==> src/rtl/aes_kat_sequencer.sv <==
// AES known-answer-test sequencer.
// Steps through NUM_CH core channels: for each channel it pulses core_start,
// waits for core_done, compares core_result with exp_data and records the
// outcome. Results are shown on pass_led/all_pass once the run is complete
// and while enable stays high.
// Optional feature: define AES_KAT_TIMEOUT_EN to add a 16-bit wait counter
// that fails a channel whose core never answers within TIMEOUT cycles.
module aes_kat_sequencer #(
   parameter int unsigned NUM_CH  = 6,
   parameter int unsigned DATA_W  = 128,
   parameter int unsigned TIMEOUT = 1024,
   localparam int unsigned CW     = (NUM_CH > 1) ? $clog2(NUM_CH) : 1
) (
   input  logic              clk,
   input  logic              rst_n,
   input  logic              enable,
   output logic [CW-1:0]     ch_sel,
   output logic              core_start,
   input  logic              core_done,
   input  logic [DATA_W-1:0] core_result,
   input  logic [DATA_W-1:0] exp_data,
   output logic [NUM_CH-1:0] pass_led,
   output logic              all_pass,
   output logic              busy,
   output logic              done
);

   // Elaboration-time parameter range checks
   if (NUM_CH < 1 || NUM_CH > 8) begin : g_bad_num_ch
      $error("aes_kat_sequencer: NUM_CH must be 1..8");
   end
   if (TIMEOUT < 2 || TIMEOUT > 65535) begin : g_bad_timeout
      $error("aes_kat_sequencer: TIMEOUT must be 2..65535");
   end

   typedef enum logic [2:0] {
      S_IDLE,
      S_START,
      S_WAIT,
      S_CHECK,
      S_DONE
   } state_t;

   localparam logic [CW-1:0] LAST_CH = CW'(NUM_CH - 1);

   state_t            state_q, state_d;
   logic              en_q;
   logic              rise;
   logic [CW-1:0]     ch_q;
   logic [NUM_CH-1:0] result_q;
   logic              match_q;
   logic              in_done;
   logic              tmo_hit;

   assign rise = enable & ~en_q;

`ifdef AES_KAT_TIMEOUT_EN
   logic [15:0] tmo_cnt_q;
   assign tmo_hit = (tmo_cnt_q == 16'(TIMEOUT - 1));
`else
   assign tmo_hit = 1'b0;
`endif

   // State register and enable edge-detect flop
   always_ff @(posedge clk or negedge rst_n) begin
      if (!rst_n) begin
         state_q <= S_IDLE;
         en_q    <= 1'b0;
      end else begin
         state_q <= state_d;
         en_q    <= enable;
      end
   end

   // Next-state logic; dropping enable mid-run aborts to IDLE
   always_comb begin
      state_d = state_q;
      unique case (state_q)
         S_IDLE, S_DONE: if (rise) state_d = S_START;
         S_START:        state_d = enable ? S_WAIT : S_IDLE;
         S_WAIT: begin
            if (!enable)                 state_d = S_IDLE;
            else if (core_done || tmo_hit) state_d = S_CHECK;
         end
         S_CHECK: begin
            if (!enable)              state_d = S_IDLE;
            else if (ch_q == LAST_CH) state_d = S_DONE;
            else                      state_d = S_START;
         end
         default:        state_d = S_IDLE;
      endcase
   end

   // Channel index, per-channel results, sampled match flag and wait counter
   always_ff @(posedge clk or negedge rst_n) begin
      if (!rst_n) begin
         ch_q      <= '0;
         result_q  <= '0;
         match_q   <= 1'b0;
`ifdef AES_KAT_TIMEOUT_EN
         tmo_cnt_q <= '0;
`endif
      end else begin
         unique case (state_q)
            S_IDLE, S_DONE: begin
               if (rise) begin
                  ch_q     <= '0;
                  result_q <= '0;
               end
            end
            S_START: begin
               if (!enable) result_q <= '0;
`ifdef AES_KAT_TIMEOUT_EN
               tmo_cnt_q <= '0;
`endif
            end
            S_WAIT: begin
               if (!enable) begin
                  result_q <= '0;
               end else if (core_done) begin
                  match_q <= (core_result == exp_data);
               end else if (tmo_hit) begin
                  match_q <= 1'b0;
               end else begin
`ifdef AES_KAT_TIMEOUT_EN
                  tmo_cnt_q <= tmo_cnt_q + 16'd1;
`endif
               end
            end
            S_CHECK: begin
               if (!enable) begin
                  result_q <= '0;
               end else begin
                  result_q[ch_q] <= match_q;
                  if (ch_q != LAST_CH) ch_q <= ch_q + 1'b1;
               end
            end
            default: ;
         endcase
      end
   end

   // Outputs decoded from registered state, LEDs gated by enable
   always_comb begin
      in_done    = (state_q == S_DONE);
      core_start = (state_q == S_START) & enable;
      busy       = (state_q == S_START) | (state_q == S_WAIT) | (state_q == S_CHECK);
      done       = in_done;
      ch_sel     = ch_q;
      pass_led   = {NUM_CH{enable & in_done}} & result_q;
      all_pass   = enable & in_done & (&result_q);
   end

endmodule

==> config.mk <==
export PLATFORM = sky130hd
export DESIGN_NAME = aes_kat_sequencer
export DESIGN_NICKNAME = d
export VERILOG_FILES = /design/src/rtl/aes_kat_sequencer.sv
export SDC_FILE = /design/constraint.sdc
export NUM_CORES = 1
export LEC_CHECK = 0
export BUFFER_PORTS_ARGS = -buffer_cell sky130_fd_sc_hd__buf_2
export CAP_MARGIN = 0
export CORE_AREA = 2 2 106 108
export CTS_BUF_LIST = sky130_fd_sc_hd__clkbuf_16
export DETAILED_ROUTE_END_ITERATION = 8
export DIE_AREA = 0 0 108 110
export PLACE_DENSITY = 0.62
export RECOVER_POWER = 25
export SYNTH_ARGS = -nofsm -noshare
export SYNTH_HDL_FRONTEND = slang
export SYNTH_SLANG_ARGS = --single-unit
==> constraint.sdc <==
create_clock -name clk -period 1.8 [get_ports clk]
set_input_delay 0.09 -clock clk [delete_from_list [all_inputs] [get_ports clk]]
set_output_delay 0.09 -clock clk [all_outputs]
set_load 0.02 [all_outputs]
==> reports/results.ini <==
[timing]
clock.fmax_mhz = 583
fin_crit_sh = 0.953
rsz0062_at_grt = false
fin_setup_tns_ns = 0
maxSlewViolCount = 0
clock_skew_ns = 0.000890
hold_violations = 0
layout_min_cycle_time_ns = 1.72
setup_violations = 0
tightestPinTransition_ns = 0.807
max_slew_margin = 0.462

[die]
rows = 38
dieWidth_um = 108
start_util = 0.210
die_h_um = 110
core-area_um2 = 10700
dieArea_um2 = 11900
pin_count = 273

[clocking]
insertion_delay_ns = 0.24
cts.sinks = 14
cts_root_buf = clkbuf_16
cts_tree = done
cts_resized = 0
post-cts-setup-buffers = 0
cts.reportedPaths.clkPinSlew_ns = 0.05
numCtsBuffers = 3
htreeDepth = 1
clock_path_buffers = 2

[setup_path]
endpoint_kind = primary output
critPathKind = flip-flop to primary output
required_ns = 1.71
worstPathArrival_ns = 1.63
critPathMaxFanout = 10
cp-start-kind = flip-flop

[grt]
grt_max_degree = 15
overflow = 0
grt_pass1_wl_um = 14000
grt_pass1_vias = 3036
grtUsageTotal = 0.150
antenna_found_initial = 3

[power]
ir_worst_vdd_mv = 0.719
p_leak_uw = 0.00190
powerDensity_nw_per_um2 = 493

[layout]
area_growth_pct = 73.3
drive_gt1_frac = 0.516
post-route-util = 0.363
nFillCells = 1146
fin_nets = 811

[logic_synthesis]
avgSynthCellArea_um2 = 8.30
synth_edf_count = 0
ys.flop_type = dfrtp_1
ys_top_cells_by_area = xnor2_1 44%, dfrtp_1 16%, nand4_1 8.4%, xor2_1 3.1%, mux2i_1 2.7%
synthDistinctLibCells = 37
synth_common_cells = 113 x xnor2_1, 30 x nand4_1, 14 x dfrtp_1
synth_area_um2 = 2240
synth.top_cell.area_share = 0.441
ys_ff_latch = 14
synthMostInstantiatedCell = xnor2_1
synth_top_cell_by_area = xnor2_1
syn_nets = 532
ys_seq_area_frac = 0.156
syn_inst = 270
synth_warnings = 0
synthArstFlopShare = 1.00

[route]
routedWlPerCell_um = 13.8
m1WireLength_um = 3820
wl_met2_um = 4900
drc = 0
final_antenna_net_count = 0
highest_layer = met5
drt_iter0_drc = 77
drt_wl_total_um = 9550
route.met3.wl_um = 739
vias = 2941
vias_per_cell = 4.26
drt_first_pass_iters = 4

[flow_run]
maxCapViolations = 0

[placed_design]
hpwl_um = 8970
routabilityCongestion = 0.910
port_buffers = 272

[run_status]
status = finished clean

[worst_hold_path]
hp-class = input pin to flip-flop

-- critical path, stage by stage, from the launching register on --
cell     delay [ns]
dfrtp_1        0.47
nor2_1         0.19
and3_2         0.26
and2_1         0.15
and3_1         0.14
buf_2          0.16
-- final cells by class --
class,instances,area (um2),area share
diodes,2,5.00,0.00129
clock buffers,3,75.1,0.0193
repair buffers,277,1400,0.360
inverters,12,45.0,0.0116
multi-input cells,241,1830,0.471
flip-flops and latches,14,350,0.0902
clock inverters,1,3.75,0.000966
well taps,140,175,0.0451
-- what timing repair did --
action / CTS / global route
hold buffers: 1 / 0
endpoints found under the setup margin: 0 / 0
hold endpoints to repair: 14 / 0
-- where the power goes --
group,switching (uW),leakage (uW),internal [uW]
Clock,129,0.0000385,294
Sequential,71.4,0.000190,355
Combinational,507,0.00167,559
-- cells in the final DEF (no fill, tap or decap), types with 3 or more instances in the layout --
cell       synthesis  final
nor3_1             3      3
nor2_1            12     12
buf_4              0      4
nor4_1             9      9
buf_2              3    270
o211ai_1           6      6
clkbuf_16          0      3
nand2b_1           3      3
and2_1             7      7
dfrtp_1           14     14
inv_1             12     12
o22ai_1            3      3
nand4_1           30     30
nand2_1           10     10
a21oi_1            3      3
xnor2_1          113    113
mux2i_1            6      6
xor2_1             8      8
o21ai_0            6      6
-- cells by family after synthesis --
group	Yosys count	share of synthesized area
buffers and inverters	15	0.0268
AOI/OAI and AO/OA	27	0.0843
and+or+nand+nor	85	0.222
adders and majority gates	2	0.0112
xor gates and xnor gates	121	0.473
muxes	6	0.0268
DFF	14	0.156
-- state kept, by name, indices dropped and copies added, names as in the netlist --
name and count:
ch_sel 3, en_q 1, match_q 1, state_q 3, result_q 6
-- stage by stage --
stage	hold WS, ns	area [um2]	instances	power [uW]	setup WS [ns]
2_1_floorplan	-0.206	2240	270	1000	0.0464
3_3_place_gp	0.00330	3790	683	1470	0.0305
3_5_place_dp	0.00709	3790	683	1500	0.0251
4_1_cts	0.0581	3880	688	1930	0.0663
5_1_grt	0.145	3880	688	2050	0.00659
6_report	0.128	3880	690	1920	0.0845
-- worst paths after layout --
kind / slack (ns) / from / end / depth (start not counted)
setup / recovery: 0.08 / state_q[1]$_DFFE_PN0P_ / all_pass / 5
hold / removal: 0.13 / enable / en_q$_DFF_PN0_ / 1
setup reg to reg: 0.11 / ch_sel[1]$_DFFE_PN0P_ / ch_sel[2]$_DFFE_PN0P_ / 7
hold reg to reg: 0.52 / result_q[2]$_DFFE_PN0P_ / result_q[2]$_DFFE_PN0P_ / 2
max in group asynchronous: 0.85 / rst_n / result_q[3]$_DFFE_PN0P_ / 2
min in group asynchronous: 0.45 / rst_n / en_q$_DFF_PN0_ / 2
-- per-layer routing --
| layer | vias to the layer above | track usage |
|---|---|---|
| met5 | - | 0 |
| met2 | 123 | 0.280 |
| li1 | 1503 | - |
| met4 | 2 | 0.0174 |
| met3 | 12 | 0.0500 |
| met1 | 1301 | 0.171 |
Power figures use the tool's default switching activity.
